File: config.mk
export PLATFORM = sky130hd
export DESIGN_NAME = serial_paralelo_rx
export DESIGN_NICKNAME = d
export VERILOG_FILES = /design/src/rtl/serial_paralelo_rx.sv
export SDC_FILE = /design/constraint.sdc
export NUM_CORES = 1
export LEC_CHECK = 0
export ABC_AREA = 1
export BUFFER_PORTS_ARGS = -buffer_cell sky130_fd_sc_hd__clkbuf_2
export CAP_MARGIN = 20
export CORE_MARGIN = 5
export CORE_UTILIZATION = 59
export CTS_CLUSTER_SIZE = 40
export DETAILED_ROUTE_END_ITERATION = 12
export GPL_ROUTABILITY_DRIVEN = 0
export PLACE_DENSITY = 0.89
export SLEW_MARGIN = 20
export SYNTH_ARGS = -nofsm -noshare
export SYNTH_HDL_FRONTEND = slang
export SYNTH_SLANG_ARGS = --single-unit
File: constraint.sdc
create_clock -name clk16f -period 3.3 [get_ports clk16f]
set_input_delay 0.33 -clock clk16f [delete_from_list [all_inputs] [get_ports clk16f]]
set_output_delay 0.33 -clock clk16f [all_outputs]
set_load 0.005 [all_outputs]
File: src/rtl/serial_paralelo_rx.sv
// serial_paralelo_rx: MSB-first 1:8 deserializer, comma-aligned, with a SEARCH/COUNT/ACTIVE lock FSM.
// Define SP_RESYNC_EN to realign on off-boundary commas seen while ACTIVE.
module serial_paralelo_rx #(
  parameter logic [7:0]  COMMA       = 8'hBC,
  parameter int unsigned LOCK_COMMAS = 4
) (
  input  logic       clk16f,
  input  logic       reset_L,
  input  logic       serial_in,
  output logic [8:0] paralelo_out,
  output logic       paralelo_strobe,
  output logic       active
);
  typedef enum logic [1:0] {SEARCH, COUNT, ACTIVE} state_t;
  localparam state_t     FIRST_ST = (LOCK_COMMAS == 1) ? ACTIVE : COUNT;
  localparam logic [3:0] LOCK_N   = 4'(LOCK_COMMAS);
  state_t     state_q, state_d;
  logic [7:0] sr_q, sr_d;
  logic [2:0] bit_cnt_q, bit_cnt_d;
  logic [3:0] comma_cnt_q, comma_cnt_d;
  logic [8:0] out_q, out_d;
  logic       strobe_q, strobe_d;
  logic       active_q;
  logic       is_comma, boundary;
  always_comb begin
    sr_d        = {sr_q[6:0], serial_in};
    is_comma    = sr_d == COMMA;
    boundary    = bit_cnt_q == 3'd7;
    state_d     = state_q;
    bit_cnt_d   = bit_cnt_q + 3'd1;
    comma_cnt_d = comma_cnt_q;
    out_d       = out_q;
    strobe_d    = 1'b0;
    case (state_q)
      SEARCH: begin
        bit_cnt_d = bit_cnt_q;
        if (is_comma) begin
          bit_cnt_d   = 3'd0;
          comma_cnt_d = 4'd1;
          state_d     = FIRST_ST;
        end
      end
      COUNT: begin
        if (boundary && is_comma) begin
          comma_cnt_d = comma_cnt_q + 4'd1;
          state_d     = (comma_cnt_d == LOCK_N) ? ACTIVE : COUNT;
        end else if (boundary) begin
          comma_cnt_d = 4'd0;
          state_d     = SEARCH;
        end
      end
      default: begin
        if (boundary) begin
          strobe_d = 1'b1;
          out_d    = is_comma ? {1'b0, COMMA} : {1'b1, sr_d};
        end
`ifdef SP_RESYNC_EN
        // A comma off the boundary means we slipped: drop the partial word and relock on it.
        else if (is_comma) begin
          bit_cnt_d   = 3'd0;
          comma_cnt_d = 4'd1;
          state_d     = FIRST_ST;
        end
`endif
      end
    endcase
  end
  always_ff @(posedge clk16f) begin
    if (!reset_L) begin
      state_q     <= SEARCH;
      sr_q        <= 8'h00;
      bit_cnt_q   <= 3'd0;
      comma_cnt_q <= 4'd0;
      out_q       <= 9'h000;
      strobe_q    <= 1'b0;
      active_q    <= 1'b0;
    end else begin
      state_q     <= state_d;
      sr_q        <= sr_d;
      bit_cnt_q   <= bit_cnt_d;
      comma_cnt_q <= comma_cnt_d;
      out_q       <= out_d;
      strobe_q    <= strobe_d;
      active_q    <= state_d == ACTIVE;
    end
  end
  assign paralelo_out    = out_q;
  assign paralelo_strobe = strobe_q;
  assign active          = active_q;
endmodule

==> results of run 1 <==
## synthesized netlist by cell type
cell	instances	area share
o21ai_0	9	0.039
inv_1	24	0.078
ha_1	4	0.044
a21boi_1	1	0.0065
nand3_2	1	0.0087
inv_4	1	0.0054
nand2_4	2	0.020
nor2_2	1	0.0054
a21oi_1	9	0.039
nand2_1	34	0.11
buf_4	1	0.0065
nand3_1	9	0.039
nor2_1	16	0.052
nand2_2	3	0.016
nand4_1	2	0.011
clkbuf_2	1	0.0043
nor2_4	2	0.020
dfxtp_1	27	0.47
buf_6	1	0.0098
a21oi_2	1	0.0076
o211ai_1	1	0.0065
## logic make-up (layout without fill, tap and decap cells)
kind of cell             count (synthesis)  in the layout  share of synthesized area
buffers and inverters                   28             42                      0.104
flip-flops                              27             27                      0.470
AND/OR/NAND/NOR                         70             70                      0.283
adder cells (fa/ha/maj)                  4              4                     0.0435
AO/OA/AOI/OAI                           21             21                     0.0990
## metal layers
| metal | GRT usage | part of all wire | wire length [µm] |
|---|---|---|---|
| met2 | 0.339 | 0.55 | 1120 |
| met5 | 0 | 0 | 0 |
| met1 | 0.179 | 0.41 | 826 |
| met4 | 0.0498 | 0.012 | 25 |
| met3 | 0.0332 | 0.025 | 50 |
## sequential cells by signal, indices dropped and copies added, names as in the netlist
register         cells
bit_cnt_q            3
paralelo_strobe      1
paralelo_out         9
comma_cnt_q          4
active               1
sr_q                 7
state_q              2
## area by class of cell
| class | count | share of cell area |
|---|---|---|
| Tap cell | 27 | 0.0270 |
| Multi-Input combinational cell | 95 | 0.391 |
| Sequential cell | 27 | 0.432 |
| Clock buffer | 4 | 0.0210 |
| Inverter | 25 | 0.0770 |
| Timing Repair Buffer | 13 | 0.0520 |
## critical path: cells and delay by family (launching register included)
family          cells  cell delay (ps)
buf+inv             1              210
fa+ha+maj           2              410
compound gates      2              290
flops               1              340
simple gates        1              190
## path summary, 6_finish.rpt
path	startpoint	endpoint	slack [ps]	cells past startpoint
max reg2reg	bit_cnt_q[0]	paralelo_out[1]	1740	6
min	serial_in	sr_q[0]	220	3
max	bit_cnt_q[0]	paralelo_out[1]	1740	6
min reg2reg	sr_q[5]	sr_q[6]	430	2
## through the flow
step,util,worst slack [ps],cell area (µm²)
2_1_floorplan,-,1910,1150
3_3_place_gp,0.644,1870,1220
3_5_place_dp,0.644,1760,1220
4_1_cts,0.658,1750,1250
5_1_grt,0.658,1610,1250
6_report,0.658,1740,1250
## power breakdown
group	total, mW	leakage [nW]	internal, mW	switching, mW
Combinational	0.0109	0.425	0.00268	0.00817
Sequential	0.329	0.218	0.328	0.00132
Clock	0.133	0.0150	0.0472	0.0858
Total	0.473	0.658	0.378	0.0952
==> impl_metrics.tcl, run 1 <==
set metrics [dict create \
    rows 16 \
    register_area_um2 541 \
    cts_resized 0 \
    nNetsFinal 172 \
    p_leak_nw 0.658 \
    whs_ps 219 \
    synthCells 150 \
    drtIter0Drc 6 \
    grt_pass1_vias 959 \
    io_pins 14 \
    skew_ps 3.96 \
    grt.overflow.total 0 \
    drv_cap 0 \
    root_buffer "clkbuf_4" \
    wl_per_cell_um 10.6 \
    tightestPinTransition_ps 458 \
    finalCritPeriodShare 0.472 \
    setup_violations 0 \
    fmax_mhz 642 \
    first_pass_iters 4 \
    via_count 939 \
    setup_tns_ps 0 \
    slew_headroom 0.694 \
    yosysWarnings 0 \
    cp-end-kind "flip-flop" \
    numCtsBuffers 3 \
    synth_seq_cells 27 \
    die_w_um 54.1 \
    antenna_left 0 \
    drt_wl_total_mm 2.02 \
    final_common_cell "nand2_1" \
    clk_pin_slew_ps 120 \
    peakVddDrop_mv 0.311 \
    path_common_cell "ha_1" \
    min_path_type "in -> reg" \
    rsz0062_at_grt "false" \
    drc 0 \
    io_buffer_count 13 \
    syn_to_final_growth_pct 8.81 \
    drive_gt1_frac 0.165 \
    crit_slowest_cell "dfxtp_1" \
    yosysSeqAreaShare 0.470 \
    crit_type "reg -> reg" \
    layout_common_cells "34 x nand2_1, 27 x dfxtp_1, 24 x inv_1" \
    arrival_ps 1760 \
    place_inst 187 \
    fin_cells 191 \
    clk_path_buf_depth 2 \
    htreeDepth 1 \
    cts_hold_buffers 0 \
    grt_max_degree 21 \
    synth_fp_nets 157 \
    startpoint_type "flip-flop" \
    syn_area_per_cell_um2 7.67 \
    path_max_fanout 13 \
    vias_per_cell 4.92 \
    post-cts-setup-buffer-count 0 \
    start_util 0.605 \
    antenna_found_initial 0 \
    final-hold-violation-count 0 \
    total_power_mw 0.473 \
    yosys.cell_types.count 21 \
    fp.dieH_um 54.1 \
    cpPeakStageDelay_ps 340 \
    fillers 181 \
    core_area_um2 1900 \
    required_ps 3500 \
    cts_sinks 27 \
    slew_violations 0 \
    synth_area_um2 1150 \
    status "finished, final reports clean" \
    pwr_density_cell_nw_per_um2 378 \
    num_antenna_cells 0 \
    die_area_um2 2930 \
    fin_crit_ps 1560 \
    cts_tree "yes" \
    grtUsageTotal 0.172 \
    multi_input_area_um2 489 \
    grt_pass1_wl_mm 3.76 \
    crit_chain "ha_1 > ha_1 > nand2_1 > inv_1 > o21ai_0 > a21oi_1" \
    dp_hpwl_mm 1.63 \
    clk-insertion-delay-late_ps 310 \
]
Power figures use the tool's default switching activity.
==> inputs of run 2 (changes only) <==
--- a/config.mk
+++ b/config.mk
@@ -9,11 +9,11 @@
 export BUFFER_PORTS_ARGS = -buffer_cell sky130_fd_sc_hd__clkbuf_2
 export CAP_MARGIN = 20
 export CORE_MARGIN = 5
-export CORE_UTILIZATION = 59
+export CORE_UTILIZATION = 55
 export CTS_CLUSTER_SIZE = 40
 export DETAILED_ROUTE_END_ITERATION = 12
 export GPL_ROUTABILITY_DRIVEN = 0
-export PLACE_DENSITY = 0.89
+export PLACE_DENSITY = 0.84
 export SLEW_MARGIN = 20
 export SYNTH_ARGS = -nofsm -noshare
 export SYNTH_HDL_FRONTEND = slang
==> constraint.sdc (replaced) <==
create_clock -name clk16f -period 1.5 [get_ports clk16f]
set_input_delay 0.15 -clock clk16f [delete_from_list [all_inputs] [get_ports clk16f]]
set_output_delay 0.15 -clock clk16f [all_outputs]
set_load 0.005 [all_outputs]
==> run 2 against run 1 <==
Compared with the run above:
- sequential share of layout area fell by 1.7 points
- cell area increased by 4.2%
- via count is 4.4% higher
- worst hold slack lost 190 ps
- register-to-register slack got worse by 1700 ps
- critical path depth stayed put
- fmax is 7.6% higher
- global-route usage down 4.0 points
- critical path type unchanged
- largest power group unchanged
==> impl_metrics.tcl, run 2 (same netlist as run 1, synthesis figures left out) <==
set metrics [dict create \
    status "finished, final reports clean" \
    drtIter0Drc 14 \
    vias_per_cell 5.03 \
    drv_cap 0 \
    start_util 0.580 \
    fmax_mhz 691 \
    fp.dieH_um 55.7 \
    io_buffer_count 13 \
    root_buffer "clkbuf_4" \
    drc 0 \
    clk_pin_slew_ps 150 \
    final_common_cell "nand2_1" \
    drive_gt1_frac 0.208 \
    fin_area_um2 1300 \
    crit_type "reg -> reg" \
    arrival_ps 1680 \
    largest_reg_flops 9 \
    cts_sinks 27 \
    startpoint_type "flip-flop" \
    pwr_density_cell_nw_per_um2 807 \
    min_path_type "in -> reg" \
    wl_per_cell_um 11.3 \
    via_count 980 \
    grt_pass1_vias 862 \
    reg2reg_to "paralelo_out[8]" \
    nNetsFinal 176 \
    critPathLaunch "bit_cnt_q[0]" \
    grtUsageTotal 0.132 \
    slew_headroom 0.721 \
    skew_ps 16.7 \
    die_w_um 55.7 \
    setup_violations 0 \
    dpl_cell_area_um2 1240 \
    reg2reg_slack_ps 50 \
    io_pins 14 \
    layout_common_cells "33 x nand2_1, 27 x dfxtp_1, 23 x inv_1" \
    finalCritPeriodShare 0.965 \
    path_max_fanout 7 \
    grt_pass1_wl_mm 3.36 \
    p_leak_nw 0.668 \
    peakVddDrop_mv 0.641 \
    dp_hpwl_mm 1.54 \
    grt_max_degree 21 \
    crit_end "paralelo_out[8]" \
    slew_violations 0 \
    die_area_um2 3110 \
    syn_to_final_growth_pct 13.4 \
    htreeDepth 1 \
    num_antenna_cells 0 \
    tightestPinTransition_ps 417 \
    cp-end-kind "flip-flop" \
    multi_input_area_um2 494 \
    core_area_um2 1980 \
    register_area_um2 541 \
    r2r_cells 6 \
    clk-insertion-delay-late_ps 320 \
    final-hold-violation-count 0 \
    first_pass_iters 4 \
    numCtsBuffers 3 \
    fillers 161 \
    required_ps 1730 \
    drt_wl_total_mm 2.20 \
    grt.overflow.total 0 \
    antenna_left 0 \
    fin_crit_ps 1450 \
    setup_tns_ps 0 \
    whs_ps 33.0 \
    rows 16 \
    cts_tree "yes" \
    clk_path_buf_depth 2 \
    antenna_found_initial 0 \
    r2r-start "bit_cnt_q[0]" \
]
-- run 2: repair_timing --
action	4_1_cts	5_1_grt
setup buffers	0	1
gates resized for setup	0	5
endpoints found under the setup margin	0	5
endpoints found under the hold margin	0	0
hold buffers	0	0
-- run 2: cell type report --
class | instances | share of cell area
clock buffer | 3 | 0.0173
inverter | 25 | 0.0768
tap | 27 | 0.0259
timing repair inverter | 1 | 0.00576
multi-input combinational | 95 | 0.379
timing repair buffer | 16 | 0.0768
sequential | 27 | 0.415
clock inverter | 1 | 0.00384
-- run 2: worst min-delay path by stage --
stage               from  endpoint  slack (ps)  cells after the start
6_report       serial_in   sr_q[0]          30                      3
5_1_grt        serial_in   sr_q[0]          40                      3
4_1_cts        serial_in   sr_q[0]          30                      3
3_5_place_dp   serial_in   sr_q[0]         360                      3
3_3_place_gp   serial_in   sr_q[0]         350                      3
2_1_floorplan  serial_in   sr_q[0]         240                      2
-- run 2: worst max-delay path, cell delays in order, from the launching register on --
cell,delay [ps]
dfxtp_1,370
ha_1,220
ha_2,210
nand2_2,130
clkinvlp_4,160
o211ai_1,210
inv_1,70
-- run 2: layer usage --
layer	track usage	part of all wire	vias to the layer above
met5	0	0	-
met4	0.0382	0.035	0
met3	0.0278	0.038	10
met2	0.248	0.51	21
met1	0.148	0.42	446
li1	-	-	503
-- run 2: power breakdown --
part	total (mW)	switching (mW)	internal (mW)
logic	0.0228	0.0169	0.00592
registers	0.724	0.00249	0.722
clock network	0.306	0.206	0.0997
-- run 2: metrics by stage --
step,util,std cells,power [mW],worst slack [ps]
CTS,0.640,193,1.06,2.70
finish,0.658,195,1.05,52.2
global placement,0.626,189,0.762,152
floorplan,-,150,0.759,113
global route,0.658,195,1.10,-33.6
detailed placement,0.626,189,0.763,37.1
==> inputs of run 3 (changes only) <==
--- a/config.mk
+++ b/config.mk
@@ -8,11 +8,13 @@
 export ABC_AREA = 1
 export BUFFER_PORTS_ARGS = -buffer_cell sky130_fd_sc_hd__clkbuf_2
 export CAP_MARGIN = 20
+export CORE_ASPECT_RATIO = 0.9
 export CORE_MARGIN = 5
 export CORE_UTILIZATION = 55
 export CTS_CLUSTER_SIZE = 40
 export DETAILED_ROUTE_END_ITERATION = 12
 export GPL_ROUTABILITY_DRIVEN = 0
+export HOLD_SLACK_MARGIN = 0.02
 export PLACE_DENSITY = 0.84
 export SLEW_MARGIN = 20
 export SYNTH_ARGS = -nofsm -noshare
==> run 3 against run 2 <==
Compared with the run above:
- die area about the same
- fmax up 3.5%
- via count down 3.1%
- clock skew down 16 ps
- power down 0.28%
- combinational power up 13%
- first-iteration DRC count up 100%
- sequential share of layout area up 0.13 points
- cell area up 0.38%
- non-clock buffer count up 1
- register-to-register slack better by 50 ps
- critical path depth unchanged
- critical endpoint unchanged
- largest power group unchanged
- highest routed layer unchanged
==> impl_metrics.tcl, run 3 (same netlist as run 1, synthesis figures left out) <==
set metrics [dict create \
    grt_pass1_vias 852 \
    drive_gt1_frac 0.225 \
    clk-insertion-delay-late_ps 310 \
    whs_ps 262 \
    htreeDepth 1 \
    rsz0062_at_grt "false" \
    min_path_type "in -> reg" \
    final-hold-violation-count 0 \
    grt.overflow.total 0 \
    first_pass_iters 4 \
    core_area_um2 1950 \
    setup_tns_ps 0 \
    die_w_um 58.2 \
    drt_wl_total_mm 2.27 \
    drc 0 \
    skew_ps 0.900 \
    cts_tree "yes" \
    cp-end-kind "flip-flop" \
    die_area_um2 3110 \
    vias_per_cell 4.90 \
    final_common_cell "nand2_1" \
    root_buffer "clkbuf_4" \
    clk_path_buf_depth 2 \
    rows 15 \
    cts_sinks 27 \
    peakVddDrop_mv 0.585 \
    grt_pass1_wl_mm 3.67 \
    layout_common_cells "31 x nand2_1, 26 x dfxtp_1, 23 x inv_1" \
    fp.dieH_um 53.4 \
    status "finished, final reports clean" \
    pwr_density_cell_nw_per_um2 802 \
    antenna_left 0 \
    tightestPinTransition_ps 449 \
    required_ps 1720 \
    drv_cap 0 \
    path_max_fanout 7 \
    syn_to_final_growth_pct 13.8 \
    num_antenna_cells 0 \
    cpPeakStageDelay_ps 350 \
    p_leak_nw 0.661 \
    largest_reg_flops 9 \
    fillers 162 \
    io_pins 14 \
    io_buffer_count 13 \
    antenna_found_initial 0 \
    crit_slowest_cell "dfxtp_1" \
    start_util 0.589 \
    slew_violations 0 \
    crit_chain "ha_1 > ha_2 > nand2_2 > clkinvlp_4 > o211ai_1 > inv_1" \
    setup_violations 0 \
    fmax_mhz 715 \
    startpoint_type "flip-flop" \
    clk_pin_slew_ps 130 \
    slew_headroom 0.699 \
    grt_max_degree 21 \
    drtIter0Drc 28 \
    dp_hpwl_mm 1.65 \
    numCtsBuffers 3 \
    via_count 950 \
    wl_per_cell_um 11.7 \
    grtUsageTotal 0.158 \
    final_util 0.671 \
    nNetsFinal 177 \
    total_power_mw 1.05 \
    arrival_ps 1620 \
    crit_type "reg -> reg" \
    fin_crit_ps 1400 \
    finalCritPeriodShare 0.932 \
]
-- run 3: cell count changes in the layout (fill, tap and decap cells not counted), sizes merged --
cell	delta
clkbuf	+1
clkinv	-1
dlygate4sd3	+1
-- run 3: power breakdown --
| part | total (mW) | internal [mW] | switching (mW) |
|---|---|---|---|
| Clock | 0.301 | 0.104 | 0.197 |
| Combinational | 0.0257 | 0.00761 | 0.0181 |
| Sequential | 0.723 | 0.720 | 0.00311 |
-- run 3: final timing paths --
path	cells past startpoint	to	from	slack, ps
worst min-delay path	3	sr_q[6]	reset_L	260
worst min register to register	2	sr_q[6]	sr_q[5]	440
worst max-delay path	6	paralelo_out[8]	bit_cnt_q[0]	100
worst max register to register	6	paralelo_out[8]	bit_cnt_q[0]	100
-- run 3: area by class of cell --
| class | instances | area (µm²) | share of cell area |
|---|---|---|---|
| Clock buffer | 4 | 26.3 | 0.0201 |
| Inverter | 25 | 100 | 0.0765 |
| Multi-Input combinational cell | 95 | 502 | 0.383 |
| Sequential cell | 27 | 544 | 0.416 |
| Tap cell | 25 | 31.3 | 0.0239 |
| Timing Repair Buffer | 17 | 97.6 | 0.0746 |
| Timing Repair inverter | 1 | 7.51 | 0.00574 |
-- run 3: per-layer routing --
metal | vias up | wire length, µm | global-route usage
met5 | - | 0 | 0
met4 | 0 | 15 | 0.0463
met3 | 2 | 100 | 0.0488
met2 | 20 | 1100 | 0.278
met1 | 427 | 1050 | 0.184
li1 | 501 | - | -
-- run 3: critical path, delay by kind of cell, from the launching register on --
family / cells / cell delay, ps
simple gates: 1 / 140
buf+inv: 2 / 210
fa+ha+maj: 2 / 410
flops: 1 / 350
compound gates: 1 / 200
-- run 3: what timing repair did --
action | CTS | global route
endpoints found under the hold margin | 1 | 0
buffers inserted | 0 | 1
setup endpoints to repair | 0 | 8
hold buffers | 1 | 0
gates resized for setup | 0 | 10
-- run 3: stage by stage --
stage | area (µm²) | std cells | setup slack, ps
2_1_floorplan | 1150 | 150 | 113
3_3_place_gp | 1240 | 187 | 161
3_5_place_dp | 1240 | 187 | 72.7
4_1_cts | 1270 | 192 | 52.5
5_1_grt | 1310 | 194 | 25.8
6_report | 1310 | 194 | 101
